`src/rtl/mc_ctrl_pkg.sv`:
```
// Shared encodings for the multi-cycle control unit: states, opcodes, ALU ops
// and the bundle of control enables produced by the decoder.
package mc_ctrl_pkg;

   typedef enum logic [2:0] {
      S_IF   = 3'd0,
      S_ID   = 3'd1,
      S_EXE  = 3'd2,
      S_MEM  = 3'd3,
      S_WB   = 3'd4,
      S_HALT = 3'd5,
      S_ERR  = 3'd6,
      S_BAD  = 3'd7
   } state_e;

   localparam logic [5:0] OP_R    = 6'b000000;
   localparam logic [5:0] OP_ADDI = 6'b001000;
   localparam logic [5:0] OP_ORI  = 6'b001101;
   localparam logic [5:0] OP_LW   = 6'b100011;
   localparam logic [5:0] OP_SW   = 6'b101011;
   localparam logic [5:0] OP_BEQ  = 6'b000100;
   localparam logic [5:0] OP_J    = 6'b000010;
   localparam logic [5:0] OP_HALT = 6'b111111;

   localparam logic [2:0] ALU_ADD   = 3'd0;
   localparam logic [2:0] ALU_SUB   = 3'd1;
   localparam logic [2:0] ALU_OR    = 3'd2;
   localparam logic [2:0] ALU_FUNCT = 3'd3;

   localparam logic [1:0] PC_SEQ = 2'd0;
   localparam logic [1:0] PC_BR  = 2'd1;
   localparam logic [1:0] PC_JMP = 2'd2;

   typedef struct packed {
      logic       imem_req;
      logic       dmem_req;
      logic       dmem_we;
      logic       pc_we;
      logic       ir_we;
      logic       reg_we;
      logic       alu_src_b;
      logic       mem_to_reg;
      logic       ext_sel;
      logic [1:0] pc_src;
      logic [1:0] reg_dst;
   } ctrl_t;

   function automatic logic op_legal(input logic [5:0] op);
      case (op)
         OP_R, OP_ADDI, OP_ORI, OP_LW, OP_SW, OP_BEQ, OP_J, OP_HALT: return 1'b1;
         default: return 1'b0;
      endcase
   endfunction

endpackage

```
`src/rtl/mc_control_unit_if.sv`:
```
// Datapath-facing bundle of the control unit: master is the controller,
// slave is the datapath/memory side that supplies opcode, flags and readies.
interface mc_control_unit_if #(
   parameter int ALUOP_W = 3,
   parameter int CNT_W   = 16
);
   logic [5:0]         opcode;
   logic               zero;
   logic               imem_ready;
   logic               dmem_ready;
   logic               imem_req;
   logic               dmem_req;
   logic               dmem_we;
   logic               pc_we;
   logic               ir_we;
   logic               reg_we;
   logic               alu_src_b;
   logic               mem_to_reg;
   logic               ext_sel;
   logic [1:0]         pc_src;
   logic [1:0]         reg_dst;
   logic [ALUOP_W-1:0] alu_op;
   logic [2:0]         state;
   logic [CNT_W-1:0]   retired;
   logic               halted;
   logic               error;

   modport master (
      input  opcode, zero, imem_ready, dmem_ready,
      output imem_req, dmem_req, dmem_we, pc_we, ir_we, reg_we, alu_src_b,
             mem_to_reg, ext_sel, pc_src, reg_dst, alu_op, state, retired,
             halted, error
   );

   modport slave (
      output opcode, zero, imem_ready, dmem_ready,
      input  imem_req, dmem_req, dmem_we, pc_we, ir_we, reg_we, alu_src_b,
             mem_to_reg, ext_sel, pc_src, reg_dst, alu_op, state, retired,
             halted, error
   );
endinterface

```
`src/rtl/mc_ctrl_decode.sv`:
```
// Combinational decode: from current state, opcode, flags and readies produce
// the control enables, the ALU op and the next state.
module mc_ctrl_decode
   import mc_ctrl_pkg::*;
#(
   parameter int ALUOP_W = 3
) (
   input  state_e             state,
   input  logic [5:0]         opcode,
   input  logic               zero,
   input  logic               imem_ready,
   input  logic               dmem_ready,
   input  logic               wait_hit,
   output ctrl_t              ctrl,
   output logic [ALUOP_W-1:0] alu_op,
   output state_e             state_nxt
);

   always_comb begin
      ctrl      = '0;
      alu_op    = ALUOP_W'(ALU_ADD);
      state_nxt = state;
      case (state)
         S_IF: begin
            ctrl.imem_req = 1'b1;
            if (imem_ready) begin
               ctrl.ir_we  = 1'b1;
               ctrl.pc_we  = 1'b1;
               ctrl.pc_src = PC_SEQ;
               state_nxt   = S_ID;
            end else if (wait_hit) begin
               state_nxt = S_ERR;
            end
         end
         S_ID: begin
            if (opcode == OP_J) begin
               ctrl.pc_we  = 1'b1;
               ctrl.pc_src = PC_JMP;
               state_nxt   = S_IF;
            end else if (opcode == OP_HALT) begin
               state_nxt = S_HALT;
            end else if (!op_legal(opcode)) begin
               state_nxt = S_ERR;
            end else begin
               state_nxt = S_EXE;
            end
         end
         S_EXE: begin
            case (opcode)
               OP_BEQ: begin
                  alu_op      = ALUOP_W'(ALU_SUB);
                  ctrl.pc_src = PC_BR;
                  ctrl.pc_we  = zero;
                  state_nxt   = S_IF;
               end
               OP_LW, OP_SW: begin
                  ctrl.alu_src_b = 1'b1;
                  ctrl.ext_sel   = 1'b1;
                  state_nxt      = S_MEM;
               end
               OP_R: begin
                  alu_op    = ALUOP_W'(ALU_FUNCT);
                  state_nxt = S_WB;
               end
               OP_ADDI: begin
                  ctrl.alu_src_b = 1'b1;
                  ctrl.ext_sel   = 1'b1;
                  state_nxt      = S_WB;
               end
               OP_ORI: begin
                  ctrl.alu_src_b = 1'b1;
                  alu_op         = ALUOP_W'(ALU_OR);
                  state_nxt      = S_WB;
               end
               default: state_nxt = S_ERR;
            endcase
         end
         S_MEM: begin
            ctrl.dmem_req = 1'b1;
            ctrl.dmem_we  = (opcode == OP_SW);
            if (dmem_ready) begin
               if (opcode == OP_LW) state_nxt = S_WB;
               else                 state_nxt = S_IF;
            end else if (wait_hit) begin
               state_nxt = S_ERR;
            end
         end
         S_WB: begin
            ctrl.reg_we     = 1'b1;
            ctrl.mem_to_reg = (opcode == OP_LW);
            ctrl.reg_dst    = (opcode == OP_R) ? 2'd1 : 2'd0;
            state_nxt       = S_IF;
         end
         S_HALT, S_ERR: state_nxt = state;
         default:       state_nxt = S_ERR;
      endcase
   end

endmodule

```
`src/rtl/mc_control_unit.sv`:
```
// Multi-cycle control unit: state register, memory wait timeout and a
// saturating retired-instruction counter around the combinational decoder.
module mc_control_unit
   import mc_ctrl_pkg::*;
#(
   parameter int ALUOP_W = 3,
   parameter int CNT_W   = 16,
   parameter int TIMEOUT = 15
) (
   input  logic               clk,
   input  logic               rst,
   mc_control_unit_if.master  bus
);

   state_e             state_q, state_d;
   logic [7:0]         wait_q, wait_d;
   logic [CNT_W-1:0]   retired_q, retired_d;
   ctrl_t              ctrl, ctrl_g;
   logic [ALUOP_W-1:0] alu_op;
   logic               rdy, wait_hit;

   always_comb begin
      rdy      = (state_q == S_IF) ? bus.imem_ready : bus.dmem_ready;
      wait_hit = (wait_q == 8'(TIMEOUT));
   end

   mc_ctrl_decode #(.ALUOP_W(ALUOP_W)) u_dec (
      .state      (state_q),
      .opcode     (bus.opcode),
      .zero       (bus.zero),
      .imem_ready (bus.imem_ready),
      .dmem_ready (bus.dmem_ready),
      .wait_hit   (wait_hit),
      .ctrl       (ctrl),
      .alu_op     (alu_op),
      .state_nxt  (state_d)
   );

   // Counter is zero outside IF/MEM, so every entry into them starts clean.
   always_comb begin
      wait_d = '0;
      if ((state_q == S_IF || state_q == S_MEM) && !rdy) wait_d = wait_q + 8'd1;
      retired_d = retired_q;
      if (state_d == S_IF && (state_q inside {S_ID, S_EXE, S_MEM, S_WB}) &&
          retired_q != '1)
         retired_d = retired_q + CNT_W'(1);
   end

   always_ff @(posedge clk or posedge rst) begin
      if (rst) begin
         state_q   <= S_IF;
         wait_q    <= '0;
         retired_q <= '0;
      end else begin
         state_q   <= state_d;
         wait_q    <= wait_d;
         retired_q <= retired_d;
      end
   end

   // Nothing may be requested or written while reset is held.
   always_comb ctrl_g = rst ? '0 : ctrl;

   assign bus.imem_req   = ctrl_g.imem_req;
   assign bus.dmem_req   = ctrl_g.dmem_req;
   assign bus.dmem_we    = ctrl_g.dmem_we;
   assign bus.pc_we      = ctrl_g.pc_we;
   assign bus.ir_we      = ctrl_g.ir_we;
   assign bus.reg_we     = ctrl_g.reg_we;
   assign bus.alu_src_b  = ctrl_g.alu_src_b;
   assign bus.mem_to_reg = ctrl_g.mem_to_reg;
   assign bus.ext_sel    = ctrl_g.ext_sel;
   assign bus.pc_src     = ctrl_g.pc_src;
   assign bus.reg_dst    = ctrl_g.reg_dst;
   assign bus.alu_op     = alu_op;
   assign bus.state      = state_q;
   assign bus.retired    = retired_q;
   assign bus.halted     = (state_q == S_HALT);
   assign bus.error      = (state_q == S_ERR);

endmodule

```
`src/flat_wrapper.sv`:
```
// flat-port wrapper written by rule: the top's interface ports become plain ports
module mc_control_unit_flat import mc_ctrl_pkg::*;
#(
   parameter int ALUOP_W = 3,
   parameter int CNT_W   = 16,
   parameter int TIMEOUT = 15
)
  (clk, rst, bus_opcode, bus_zero, bus_imem_ready, bus_dmem_ready, bus_imem_req, bus_dmem_req, bus_dmem_we, bus_pc_we, bus_ir_we, bus_reg_we, bus_alu_src_b, bus_mem_to_reg, bus_ext_sel, bus_pc_src, bus_reg_dst, bus_alu_op, bus_state, bus_retired, bus_halted, bus_error);
  mc_control_unit_if #(.ALUOP_W(ALUOP_W), .CNT_W(CNT_W)) bus_i ();
  input  logic clk;
  input  logic rst;
  input wire logic [$bits(bus_i.opcode)-1:0] bus_opcode;
  input wire logic [$bits(bus_i.zero)-1:0] bus_zero;
  input wire logic [$bits(bus_i.imem_ready)-1:0] bus_imem_ready;
  input wire logic [$bits(bus_i.dmem_ready)-1:0] bus_dmem_ready;
  output wire logic [$bits(bus_i.imem_req)-1:0] bus_imem_req;
  output wire logic [$bits(bus_i.dmem_req)-1:0] bus_dmem_req;
  output wire logic [$bits(bus_i.dmem_we)-1:0] bus_dmem_we;
  output wire logic [$bits(bus_i.pc_we)-1:0] bus_pc_we;
  output wire logic [$bits(bus_i.ir_we)-1:0] bus_ir_we;
  output wire logic [$bits(bus_i.reg_we)-1:0] bus_reg_we;
  output wire logic [$bits(bus_i.alu_src_b)-1:0] bus_alu_src_b;
  output wire logic [$bits(bus_i.mem_to_reg)-1:0] bus_mem_to_reg;
  output wire logic [$bits(bus_i.ext_sel)-1:0] bus_ext_sel;
  output wire logic [$bits(bus_i.pc_src)-1:0] bus_pc_src;
  output wire logic [$bits(bus_i.reg_dst)-1:0] bus_reg_dst;
  output wire logic [$bits(bus_i.alu_op)-1:0] bus_alu_op;
  output wire logic [$bits(bus_i.state)-1:0] bus_state;
  output wire logic [$bits(bus_i.retired)-1:0] bus_retired;
  output wire logic [$bits(bus_i.halted)-1:0] bus_halted;
  output wire logic [$bits(bus_i.error)-1:0] bus_error;
  assign bus_i.opcode = bus_opcode;
  assign bus_i.zero = bus_zero;
  assign bus_i.imem_ready = bus_imem_ready;
  assign bus_i.dmem_ready = bus_dmem_ready;
  assign bus_imem_req = bus_i.imem_req;
  assign bus_dmem_req = bus_i.dmem_req;
  assign bus_dmem_we = bus_i.dmem_we;
  assign bus_pc_we = bus_i.pc_we;
  assign bus_ir_we = bus_i.ir_we;
  assign bus_reg_we = bus_i.reg_we;
  assign bus_alu_src_b = bus_i.alu_src_b;
  assign bus_mem_to_reg = bus_i.mem_to_reg;
  assign bus_ext_sel = bus_i.ext_sel;
  assign bus_pc_src = bus_i.pc_src;
  assign bus_reg_dst = bus_i.reg_dst;
  assign bus_alu_op = bus_i.alu_op;
  assign bus_state = bus_i.state;
  assign bus_retired = bus_i.retired;
  assign bus_halted = bus_i.halted;
  assign bus_error = bus_i.error;
  mc_control_unit #(.ALUOP_W(ALUOP_W), .CNT_W(CNT_W), .TIMEOUT(TIMEOUT)) u_core (.clk(clk), .rst(rst), .bus(bus_i));
endmodule
```
`config.mk`:
```
export PLATFORM = sky130hd
export DESIGN_NAME = mc_control_unit_flat
export DESIGN_NICKNAME = d
export VERILOG_FILES = /design/src/rtl/mc_ctrl_pkg.sv /design/src/rtl/mc_control_unit_if.sv /design/src/rtl/mc_ctrl_decode.sv /design/src/rtl/mc_control_unit.sv /design/src/flat_wrapper.sv
export SDC_FILE = /design/constraint.sdc
export NUM_CORES = 1
export LEC_CHECK = 0
export BUFFER_PORTS_ARGS = -buffer_cell sky130_fd_sc_hd__buf_2
export CAP_MARGIN = 20
export CELL_PAD_IN_SITES_DETAIL_PLACEMENT = 1
export CELL_PAD_IN_SITES_GLOBAL_PLACEMENT = 1
export CORE_MARGIN = 4
export CORE_UTILIZATION = 39
export DETAILED_ROUTE_END_ITERATION = 16
export PLACE_DENSITY_LB_ADDON = 0.2
export SLEW_MARGIN = 10
export SYNTH_ARGS = -nofsm -noshare
export SYNTH_HDL_FRONTEND = slang
export SYNTH_HIERARCHICAL = 1
export SYNTH_SLANG_ARGS = --single-unit
```
`constraint.sdc`:
```
create_clock -name clk -period 2.9 [get_ports clk]
set_clock_uncertainty 0.1 [all_clocks]
set_input_delay 0.58 -clock clk [delete_from_list [all_inputs] [get_ports clk]]
set_output_delay 0.58 -clock clk [all_outputs]
set_load 0.01 [all_outputs]
```
* Word-level counts from Yosys, hierarchy flattened
Cells that the tools add are included.
** Operators by class
- $add $sub $neg :: 2
- Equality and inequality tests :: 15
- Multiplexer cells :: 36
- Reduce and logical (&&, ||, !) cells :: 15
** Operators with widths (count)
- 2-to-1 mux 3 bit :: 7
- == test 6 bit, second input constant :: 3
- 2-to-1 mux 1 bit :: 18
- case mux 3 bit (6 select lines) :: 1
- adder 16 x 1 -> 16 bit, second input constant :: 1
- inequality test 16 bit, second input constant :: 1
- 2-to-1 mux 13 bit :: 1
- == test 6 x 4 -> 1 bit, second input constant :: 2
- == test 3 bit, second input constant :: 3
- case mux 3 bit (3 select lines) :: 1
- adder 8 x 1 -> 8 bit, second input constant :: 1
- == test 8 x 4 -> 1 bit, second input constant :: 1
- 2-to-1 mux 2 bit :: 4
- 2-to-1 mux 8 bit :: 1
- OR reduction 8 bit :: 1
- == test 3 x 2 -> 1 bit, second input constant :: 2
- == test 6 x 2 -> 1 bit, second input constant :: 1
- == test 6 x 3 -> 1 bit, second input constant :: 1
- zero test 3 bit :: 2
- zero test 6 bit :: 1
- case mux 2 bit (3 select lines) :: 1
- OR reduction 3 bit :: 2
- case mux 2 bit (2 select lines) :: 1
- nonzero test 4 bit :: 1
- other kinds (7) :: 10
** Word-level totals
- Flip-flop bits (word level) :: 27
- Bits of input ports :: 11
- Output and inout bits :: 37
- Word-level logic and storage cells :: 71

* Depth between registers and ports, before layout
Gate-level depths: netlist of the first run.
- Depth in word-level cells :: 13
- Depth in mapped cells :: 12
- Mapped depth without buffers :: 11

* Hierarchy
Netlist of the first run, hierarchy kept.
** Modules (own cells, without submodules)
- mc_control_unit :: instances 1, cells each 132, area an instance 1401.3 µm², sequential area each 675.6 µm²
- mc_ctrl_decode :: instances 1, cells each 79, area an instance 483.0 µm², sequential area each 0.0 µm²

* Worst setup path before layout of the first run
Ideal clock, no wire load.
- Kind :: input-to-reg
- From :: input port bus_opcode[3]
- To :: register u_core.retired_q[12] (netlist: u_core/bus.retired[12])
- Setup time :: 0.079 ns
- Arrival :: 2.761 ns
- Required time :: 2.721 ns
- Path slack :: -0.041 ns
- Stages on the path :: 10
- Buffers on the path :: 2
- Cells stage by stage :: buf_2 -> or3_4 -> or4b_4 -> o311ai_1 -> nand4_1 -> nor3_1 -> nand3_2 -> buf_4 -> nor4b_2 -> xor2_1
** Between the ends
- Elaborated cells on any way between the ends :: 25
- Classes of those cells :: eq/ne: 7; mux: 11; reduce/logical: 7
** RTL lines
- start: declaration :: line flat_wrapper.sv:12 : input wire logic [$bits(bus_i.opcode)-1:0] bus_opcode;
- == test 6 x 4 -> 1 bit, or another cell as far along :: line mc_ctrl_decode.sv:49 : case (opcode)
- OR reduction 3 bit (no line), or another cell as far along
- case mux 3 bit (3 select lines) or 2-to-1 mux 3 bit (tied branches) :: line mc_ctrl_decode.sv:49, mc_ctrl_decode.sv:36
- case mux 3 bit (6 select lines) * :: line mc_ctrl_decode.sv:23 : case (state)
- net u_core.state_d[1] :: line mc_control_unit.sv:15 : state_e state_q, state_d;
- zero test 3 bit * :: line mc_control_unit.sv:44 : if (state_d == S_IF && (state_q inside {S_ID, S_EXE, S_MEM, S_WB}) &&
- logical AND 1 bit * (2 in a row) :: line mc_control_unit.sv:44
- end signal: assignment :: line mc_control_unit.sv:57 : retired_q <= retired_d;
- end: declaration :: line mc_control_unit.sv:17 : logic [CNT_W-1:0] retired_q, retired_d;
Mark *: on every way through the listed nets, which the timed path passes. The rest lies on a longest branch. The select of a mux whose other input is x is not followed.
A chain may end at the register's enable or synchronous reset.

==> out/qor.txt, run 1 <==
Synth Instances -> 211
first-pass GRT wire length -> 8.266 mm
Top FF cell, synth -> dfrtp_1
post-synthesis adder-cell area fraction -> 0.01328
die width -> 77.51 µm
peak supply drop -> 388.0 µV
ant diodes -> 0
H-Tree Depth -> 1
Synth Area in XOR/XNOR -> 0.1023
minimum clock period -> 2.854 ns
Initial Utilization -> 0.4016
I/O pin total -> 48
vias in the first global route -> 1668
CTS Buf Count -> 3
simple-gate area share of the yosys netlist -> 0.4143
flops & latches, synth -> 27
clock-pin slew of the registers on the worst-case setup and hold paths -> 0.10 ns
Async SR Flop Fraction -> 1.000
Nets -> 279
main combinational cell family by area after synthesis -> simple AND/OR/NAND/NOR gates
Slew headroom -> 0.5888
most common cell after layout, fill and taps aside -> buf_2
RSZ-0062 raised after global routing -> true
sequence of cells on the critical path -> buf_2, or3_4, or4b_4, buf_4, nor2b_4, a211o_1, nor2b_4, buf_6
Overall Power -> 1.480 mW
clock sinks -> 27
Multi-input gate area -> 1165 µm²
initial antenna violation count -> 0
CP startpoint kind -> input port
drt pass-1 iters -> 4
WHS -> 0.3661 ns
outcome -> complete, no violations
CP required -> 2.22 ns
crit path max fanout -> 3
Layout area overhead -> 23.17%
Cell variety after synth -> 55
Clock Latency Late Sink -> 0.27 ns
EDFF count, synth -> 0
Critical Path Max Stage Delay -> 0.50 ns
Worst Tran Pin Value -> 0.6155 ns
post-synthesis mux area share -> 0.007968
grt total ovfl -> 0
IO buf count -> 45
max-cap violations -> 0
fmax -> 350.4 MHz
Hold WC Path Type -> flip-flop to flip-flop
FF-to-FF Start -> u_core/wait_q[0]$_DFF_PP0_
row cnt -> 25
DP Cell Count -> 313
Seq/Total Area, Yosys -> 0.3586
Root Driver -> clkbuf_8
layout cells sized above 1 -> 0.3321
die area -> 6008 µm²
gr usage total -> 0.1654
drt wl/cell -> 15.22 µm
Post-Route WL -> 4.854 mm
leak pwr -> 1.178 nW
Final HPWL DP -> 3.704 mm
WS Path Type -> input port to output port
die height -> 77.51 µm
Mean Syn Cell Area -> 8.930 µm²
flip-flop and latch area -> 676.9 µm²
hold buffers post-CTS -> 0
HP Start -> u_core/wait_q[0]$_DFF_PP0_
Tcrit/Tclk final -> 0.9842
fill count -> 575
Data arrival, critical path -> 2.17 ns
Finished Layout Cells -> 319
DRT antenna net count -> 0
pwr/cell area -> 637.9 nW/µm²
Slew Limit Fails -> 0
Starting DRT DRC Count -> 68
Critical Path Slowest Stage Cell -> or4b_4
clock buffer depth -> 2
Core Area -> 4692 µm²
most used cell, CP -> nor2b_4
vias -> 1738
setup ws final -> 0.04581 ns
worst slack, placed -> -0.2033 ns
Synth Area in Compound Gates -> 0.05910
Final Hold Vio Count -> 0
crit path from -> bus_opcode[0]
commonest non-fill, non-tap cells in the layout -> buf_2, dfrtp_1, xor2_1
Final setup viols -> 0
Crit. End Element -> output port
synthesized area -> 1884 µm²
vias per inst -> 5.448
DRC Markers -> 0
RD Place Congestion -> 0.8177
CTS tree -> done
synth warn -> 6
pin count of the biggest net entering global routing -> 28
-- cells by family (layout without fill, tap and decap cells) --
group	Yosys count	in the layout
adders and majority gates	2	2
DFF	27	27
other	1	2
AOI/OAI and AO/OA	17	17
and+or+nand+nor	125	125
buffers and inverters	16	69
muxes	1	1
xor gates and xnor gates	22	22
-- power by group --
group	switching (mW)	internal, mW
clock	0.121	0.0976
combinational	0.367	0.339
sequential	0.116	0.441
-- what timing repair did --
| action | in CTS | in global routing |
|---|---|---|
| endpoints found under the hold margin | 0 | 0 |
| resized for setup | 0 | 7 |
| endpoints found under the setup margin | 0 | 8 |
| setup buffers | 0 | 2 |
-- synth_stat cells, drive strengths merged, types with 5 or more instances --
cell	instances	area, µm²
o21ai	7	35.03
buf	5	38.78
dfrtp	27	675.7
and3	5	32.53
clkbuf	6	22.52
nand2	15	56.30
inv	5	18.77
nor3	16	80.08
xor2	19	166.4
nand3	13	70.07
nor2	17	66.32
nor4	9	77.57
nor2b	18	120.1
nand4	7	62.56
-- worst max-delay path, delay by kind of cell --
kind	cells	cell delay, ns
AND/OR/NAND/NOR	4	1.12
buffers and inverters	3	0.37
AO/OA/AOI/OAI	1	0.10
-- registers in the layout (all words and copies together), names as in the netlist --
| register | count |
|---|---|
| u_core/bus.retired | 16 |
| u_core/bus.state | 3 |
| u_core/wait_q | 8 |
-- final cells by class --
type	count	share of cell area
clock buffers	3	0.01779
clock inverters	1	0.003234
inverters	5	0.008086
multi-input cells	169	0.5019
flip-flops and latches	27	0.2916
well taps	54	0.02911
repair buffers	60	0.1482
-- metrics by stage --
step,setup TNS [ns],utilization,area [µm²]
6_report,0,0.4947,2321
5_1_grt,-0.1539,0.4947,2321
2_1_floorplan,0,-,1897
3_3_place_gp,-1.120,0.4736,2222
4_1_cts,0,0.4840,2271
3_5_place_dp,-1.795,0.4736,2222
-- final timing paths --
kind,end,slack [ns],depth (start not counted)
setup / recovery,bus_pc_we,0.05,8
hold / removal,u_core/wait_q[0]$_DFF_PP0_,0.37,1
setup reg to reg,u_core/bus.retired[1]$_DFFE_PP0P_,0.18,12
hold reg to reg,u_core/wait_q[0]$_DFF_PP0_,0.37,1
max in group asynchronous,u_core/bus.state[1]$_DFF_PP0_,2.04,3
min in group asynchronous,u_core/wait_q[5]$_DFF_PP0_,0.38,3
-- per-layer routing --
| metal | track usage | vias to the layer above | wire (µm) |
|---|---|---|---|
| met2 | 0.2634 | 45 | 2263 |
| met4 | 0.02313 | 0 | 27 |
| met5 | 0 | - | 0 |
| li1 | - | 852 | - |
| met3 | 0.03248 | 4 | 209 |
| met1 | 0.2376 | 837 | 2354 |
Note: power is estimated with default switching activity, not from simulation.
==> run 2: changes to the inputs <==
==> constraint.sdc (replaced) <==
create_clock -name clk -period 2.9 [get_ports clk]
set_clock_uncertainty 0.1 [all_clocks]
set_input_delay 0.58 -clock clk [delete_from_list [all_inputs] [get_ports clk]]
set_output_delay 0.58 -clock clk [all_outputs]
set_load 0.005 [all_outputs]
==> out/qor.txt, run 2 (same netlist as run 1, synthesis figures left out) <==
WS Path Type -> input port to output port
Nets -> 279 (unchanged)
max FFs per register -> 16 (unchanged)
sequence of cells on the critical path -> buf_2, or3_4, or4b_4, buf_6, nor2b_4, a211o_1, nor2b_4, buf_2
Tcrit/Tclk final -> 0.9767 (-0.007514)
max-cap violations -> 0 (unchanged)
peak supply drop -> 376.4 µV (-3.0%)
RD Place Congestion -> 0.8177 (unchanged)
die area -> 6008 µm² (unchanged)
Overall Power -> 1.447 mW (-2.2%)
FF-to-FF Start -> u_core/wait_q[0]$_DFF_PP0_
first-pass GRT wire length -> 8.266 mm (unchanged)
ant diodes -> 0 (unchanged)
Final HPWL DP -> 3.704 mm (unchanged)
minimum clock period -> 2.832 ns (-0.02179 ns)
die height -> 77.51 µm (unchanged)
outcome -> complete, no violations
Hold WC Path Type -> flip-flop to flip-flop
DRC Markers -> 0 (unchanged)
Core Area -> 4692 µm² (unchanged)
hold buffers post-CTS -> 0 (unchanged)
drt pass-1 iters -> 4 (unchanged)
layout cells sized above 1 -> 0.3358 (+0.003774)
row cnt -> 25 (unchanged)
Crit path max-delay family -> simple AND/OR/NAND/NOR gates
Root Driver -> clkbuf_8
clock sinks -> 27 (unchanged)
crit path max fanout -> 3 (unchanged)
Final Cell Area -> 2323 µm² (+0.11%)
DP Area -> 2222 µm² (unchanged)
Data arrival, critical path -> 2.15 ns (-0.02 ns)
leak pwr -> 1.180 nW (+0.15%)
Finished Layout Cells -> 319 (unchanged)
fmax -> 353.1 MHz (+0.77%)
CTS Buf Count -> 3 (unchanged)
Starting DRT DRC Count -> 53 (-22%)
vias per inst -> 5.483 (+0.63%)
die width -> 77.51 µm (unchanged)
Layout area overhead -> 23.31%
Crit. End Element -> output port
HP Start -> u_core/wait_q[0]$_DFF_PP0_
most common cell after layout, fill and taps aside -> buf_2
H-Tree Depth -> 1 (unchanged)
setup TNS -> 0 ns (unchanged)
clock buffer depth -> 2 (unchanged)
DRT antenna net count -> 0 (unchanged)
Initial Utilization -> 0.4016 (unchanged)
Slew Limit Fails -> 0 (unchanged)
Critical Path Max Stage Delay -> 0.51 ns (about the same)
IO buf count -> 45 (unchanged)
grt total ovfl -> 0 (unchanged)
vias in the first global route -> 1668 (unchanged)
DP Cell Count -> 313 (unchanged)
crit path from -> bus_opcode[0]
CTS tree -> done
Final setup viols -> 0 (unchanged)
Final Hold Vio Count -> 0 (unchanged)
gr usage total -> 0.1654 (unchanged)
CP startpoint kind -> input port
drt wl/cell -> 15.23 µm (about the same)
WP buf/inv -> 3 (unchanged)
vias -> 1749 (+0.63%)
clock-pin slew of the registers on the worst-case setup and hold paths -> 0.10 ns (about the same)
Worst Tran Pin Value -> 0.6158 ns (+0.0003072 ns)
Slew headroom -> 0.5886 (about the same)
Critical Path Slowest Stage Cell -> or4b_4
R2R Setup Slk -> 0.18 ns (about the same)
I/O pin total -> 48 (unchanged)
CP required -> 2.22 ns (about the same)
Post-Route WL -> 4.858 mm (about the same)
initial antenna violation count -> 0 (unchanged)
Clock Latency Late Sink -> 0.27 ns (about the same)
pwr/cell area -> 622.9 nW/µm² (-2.3%)
commonest non-fill, non-tap cells in the layout -> buf_2, dfrtp_1, xor2_1
pin count of the biggest net entering global routing -> 28 (unchanged)
==> run 2: report_power, final <==
part	total [mW]	internal (mW)	switching, mW	leakage (nW)
sequential	0.555	0.441	0.114	0.363
combinational	0.674	0.335	0.339	0.795
clock	0.218	0.0976	0.120	0.0217
==> run 2: final cells by class <==
| type | instances | area (µm²) |
|---|---|---|
| fillers | 575 | 2369 |
| clock buffers | 3 | 41.29 |
| inverters | 5 | 18.77 |
| clock inverters | 1 | 7.507 |
| repair buffers | 60 | 341.6 |
| well taps | 54 | 67.56 |
| flip-flops and latches | 27 | 676.9 |
| multi-input cells | 169 | 1170 |
==> run 2: metrics by stage <==
step / worst slack (ns) / hold WS [ns] / util
after floorplan: 0.006586 / 0.3244 / -
after global placement: -0.1271 / 0.3448 / 0.4736
after detailed placement: -0.2033 / 0.3561 / 0.4736
after CTS: 0.05642 / 0.3695 / 0.4840
after global routing: -0.02725 / 0.3895 / 0.4952
final: 0.06760 / 0.3660 / 0.4952
==> run 2: worst paths after layout <==
path | to | depth (start not counted)
min in group asynchronous | u_core/wait_q[5]$_DFF_PP0_ | 3
worst max-delay path | bus_pc_we | 8
worst max register to register | u_core/bus.retired[1]$_DFFE_PP0P_ | 12
max in group asynchronous | u_core/bus.state[1]$_DFF_PP0_ | 3
worst min register to register | u_core/wait_q[0]$_DFF_PP0_ | 1
worst min-delay path | u_core/wait_q[0]$_DFF_PP0_ | 1
==> run 2: worst reg2reg max path, cell delays in order (launching register included) <==
cell      delay [ns]
dfrtp_1         0.41
ha_1            0.24
nand3_1         0.13
nor2_1          0.08
or4b_2          0.62
o21ai_0         0.10
nand2_1         0.07
o211ai_1        0.14
nor3_2          0.09
nand3_2         0.16
buf_4           0.14
nor2_2          0.04
mux2_4          0.31
==> run 2: what timing repair did <==
item / 4_1_cts / 5_1_grt
resized for setup: 0 / 8
setup buffers: 0 / 2
setup endpoints to repair: 0 / 8
==> run 2: metal layers <==
metal / global-route usage / share of wire / routed length [µm]
met2: 0.2634 / 0.46 / 2241
met1: 0.2376 / 0.48 / 2343
met3: 0.03248 / 0.051 / 246
met4: 0.02313 / 0.0056 / 27
met5: 0 / 0 / 0
==> run 3: changes to the inputs <==
clock period = 2.76 ns   (was 2.9 ns; I/O delays follow)
==> out/qor.txt, run 3 (same netlist as run 1, synthesis figures left out) <==
outcome -> finished, violations left
failing checks -> setup timing
leak pwr -> 1.215 nW (+3.0%)
vias per inst -> 5.466 (-0.31%)
RD Place Congestion -> 0.8063 (-1.4%)
max FFs per register -> 16 (unchanged)
CP required -> 2.86 ns (+0.64 ns)
Tcrit/Tclk final -> 1.012
Core Area -> 4692 µm² (unchanged)
WS Path Type -> input port to flip-flop
die width -> 77.51 µm (unchanged)
gr usage total -> 0.1713 (+0.005899)
Layout area overhead -> 29.08%
DRT antenna net count -> 0 (unchanged)
layout cells sized above 1 -> 0.3582 (+0.02236)
CTS tree -> done
r2r endpoint -> u_core/bus.retired[1]$_DFFE_PP0P_
vias -> 1760 (+0.63%)
Hold WC Path Type -> input port to asynchronous set/reset pin
first-pass GRT wire length -> 8.604 mm (+4.1%)
R2R Setup Slk -> 0.05 ns (-0.13 ns)
max-cap violations -> 0 (unchanged)
Slew Limit Fails -> 0 (unchanged)
pwr/cell area -> 652.1 nW/µm² (+4.7%)
Post-Route WL -> 5.271 mm (+8.5%)
die area -> 6008 µm² (unchanged)
Clock Latency Late Sink -> 0.27 ns (about the same)
setup ws final -> -0.03217 ns (-0.09977 ns)
clock buffer depth -> 2 (unchanged)
ant diodes -> 0 (unchanged)
RSZ-0062 raised after global routing -> true
most common cell after layout, fill and taps aside -> buf_2
H-Tree Depth -> 1 (unchanged)
Final HPWL DP -> 3.765 mm (+1.6%)
drt wl/cell -> 16.37 µm (+7.5%)
CP startpoint kind -> input port
Slew headroom -> 0.1511 (-0.4375)
Finished Layout Cells -> 322 (+0.94%)
Worst Tran Pin Value -> 1.264 ns (+0.6478 ns)
DP Cell Count -> 317 (+1.3%)
pin count of the biggest net entering global routing -> 28 (unchanged)
clock sinks -> 27 (unchanged)
clock-pin slew of the registers on the worst-case setup and hold paths -> 0.09 ns (about the same)
minimum clock period -> 2.792 ns
Nets -> 282 (+1.1%)
I/O pin total -> 48 (unchanged)
CTS Buf Count -> 3 (unchanged)
die height -> 77.51 µm (unchanged)
IO buf count -> 45 (unchanged)
vias in the first global route -> 1766 (+5.9%)
peak supply drop -> 423.8 µV (+13%)
DRC Markers -> 0 (unchanged)
Final Hold Vio Count -> 0 (unchanged)
row cnt -> 25 (unchanged)
crit path max fanout -> 15 (+12)
Initial Utilization -> 0.4016 (unchanged)
Crit. End Element -> flip-flop
grt total ovfl -> 0 (unchanged)
WHS -> 0.3520 ns (-0.01400 ns)
Data arrival, critical path -> 2.89 ns (+0.74 ns)
fmax -> 358.1 MHz
Root Driver -> clkbuf_8
r2r worst-path depth -> 12 (unchanged)
Final setup viols -> 3 (+3)
commonest non-fill, non-tap cells in the layout -> buf_2, dfrtp_1, xor2_1
initial antenna violation count -> 0 (unchanged)
drt pass-1 iters -> 4 (unchanged)
FF-to-FF Start -> u_core/wait_q[0]$_DFF_PP0_
Starting DRT DRC Count -> 97 (+83%)
fill count -> 558 (-3.0%)
==> run 3: cell count changes in the layout (fill, tap and decap cells not counted), moves of 2 or more <==
| cell | change |
|---|---|
| nor4_1 | -3 |
| buf_4 | +2 |
| nor4_4 | +2 |
| nor4b_4 | +2 |
==> run 3: timing repair <==
| item | in CTS | in global routing |
|---|---|---|
| setup endpoints to repair | 3 | 18 |
| setup buffers | 0 | 1 |
| pin swaps | 0 | 7 |
| hold buffers | 0 | 0 |
| gates resized for setup | 3 | 12 |
==> run 3: worst max-delay path by stage <==
| stage | slack [ns] | startpoint | end |
|---|---|---|---|
| finish | -0.03 | bus_opcode[0] | u_core/bus.retired[9]$_DFFE_PP0P_ |
| global route | -0.13 | bus_opcode[2] | u_core/bus.retired[9]$_DFFE_PP0P_ |
| CTS | -0.02 | bus_opcode[0] | bus_pc_we |
| detailed placement | -0.29 | bus_opcode[0] | u_core/bus.retired[11]$_DFFE_PP0P_ |
| global placement | -0.17 | bus_opcode[0] | u_core/bus.retired[11]$_DFFE_PP0P_ |
| floorplan | -0.04 | bus_opcode[0] | u_core/bus.retired[7]$_DFFE_PP0P_ |
==> run 3: through the flow <==
| stage | TNS (ns) | setup WS, ns | util | area, µm² | total power [mW] |
|---|---|---|---|---|---|
| 2_1_floorplan | -0.3575 | -0.04378 | - | 1929 | 0.9992 |
| 3_5_place_dp | -2.702 | -0.2949 | 0.4875 | 2287 | 1.307 |
| 5_1_grt | -0.8844 | -0.1296 | 0.5184 | 2432 | 1.703 |
| 3_3_place_gp | -1.319 | -0.1747 | 0.4875 | 2287 | 1.289 |
| 4_1_cts | -0.01530 | -0.01530 | 0.5005 | 2349 | 1.544 |
| 6_report | -0.07243 | -0.03217 | 0.5184 | 2432 | 1.586 |
==> run 3: critical path: stages <==
cell,delay [ns]
buf_6,0.09
or3_4,0.37
or4b_4,0.53
o311ai_2,0.09
nand4_1,0.18
nor3_2,0.27
nand3_2,0.13
buf_12,0.18
nor4_2,0.31
xor2_1,0.17
==> run 3: layer usage <==
metal | track usage | part of all wire | up-vias
met2 | 0.2858 | 0.48 | 36
met5 | 0 | 0 | -
met1 | 0.2409 | 0.47 | 862
li1 | - | - | 860
met3 | 0.02784 | 0.039 | 2
met4 | 0.01779 | 0.0047 | 0
==> run 3: power breakdown <==
part	switching [mW]	internal (mW)	total, mW	leakage, nW
Combinational	0.415	0.376	0.790	0.828
Sequential	0.105	0.462	0.567	0.364
Clock	0.125	0.104	0.229	0.0228
Total	0.645	0.941	1.59	1.22
==> run 3: area by class of cell <==
| class | instances | area [µm²] | area share |
|---|---|---|---|
| Timing Repair Buffer | 63 | 382.9 | 0.1574 |
| Tap cell | 54 | 67.56 | 0.02778 |
| Sequential cell | 27 | 675.6 | 0.2778 |
| Multi-Input combinational cell | 169 | 1242 | 0.5108 |
| Inverter | 5 | 18.77 | 0.007716 |
| Clock buffer | 4 | 45.04 | 0.01852 |
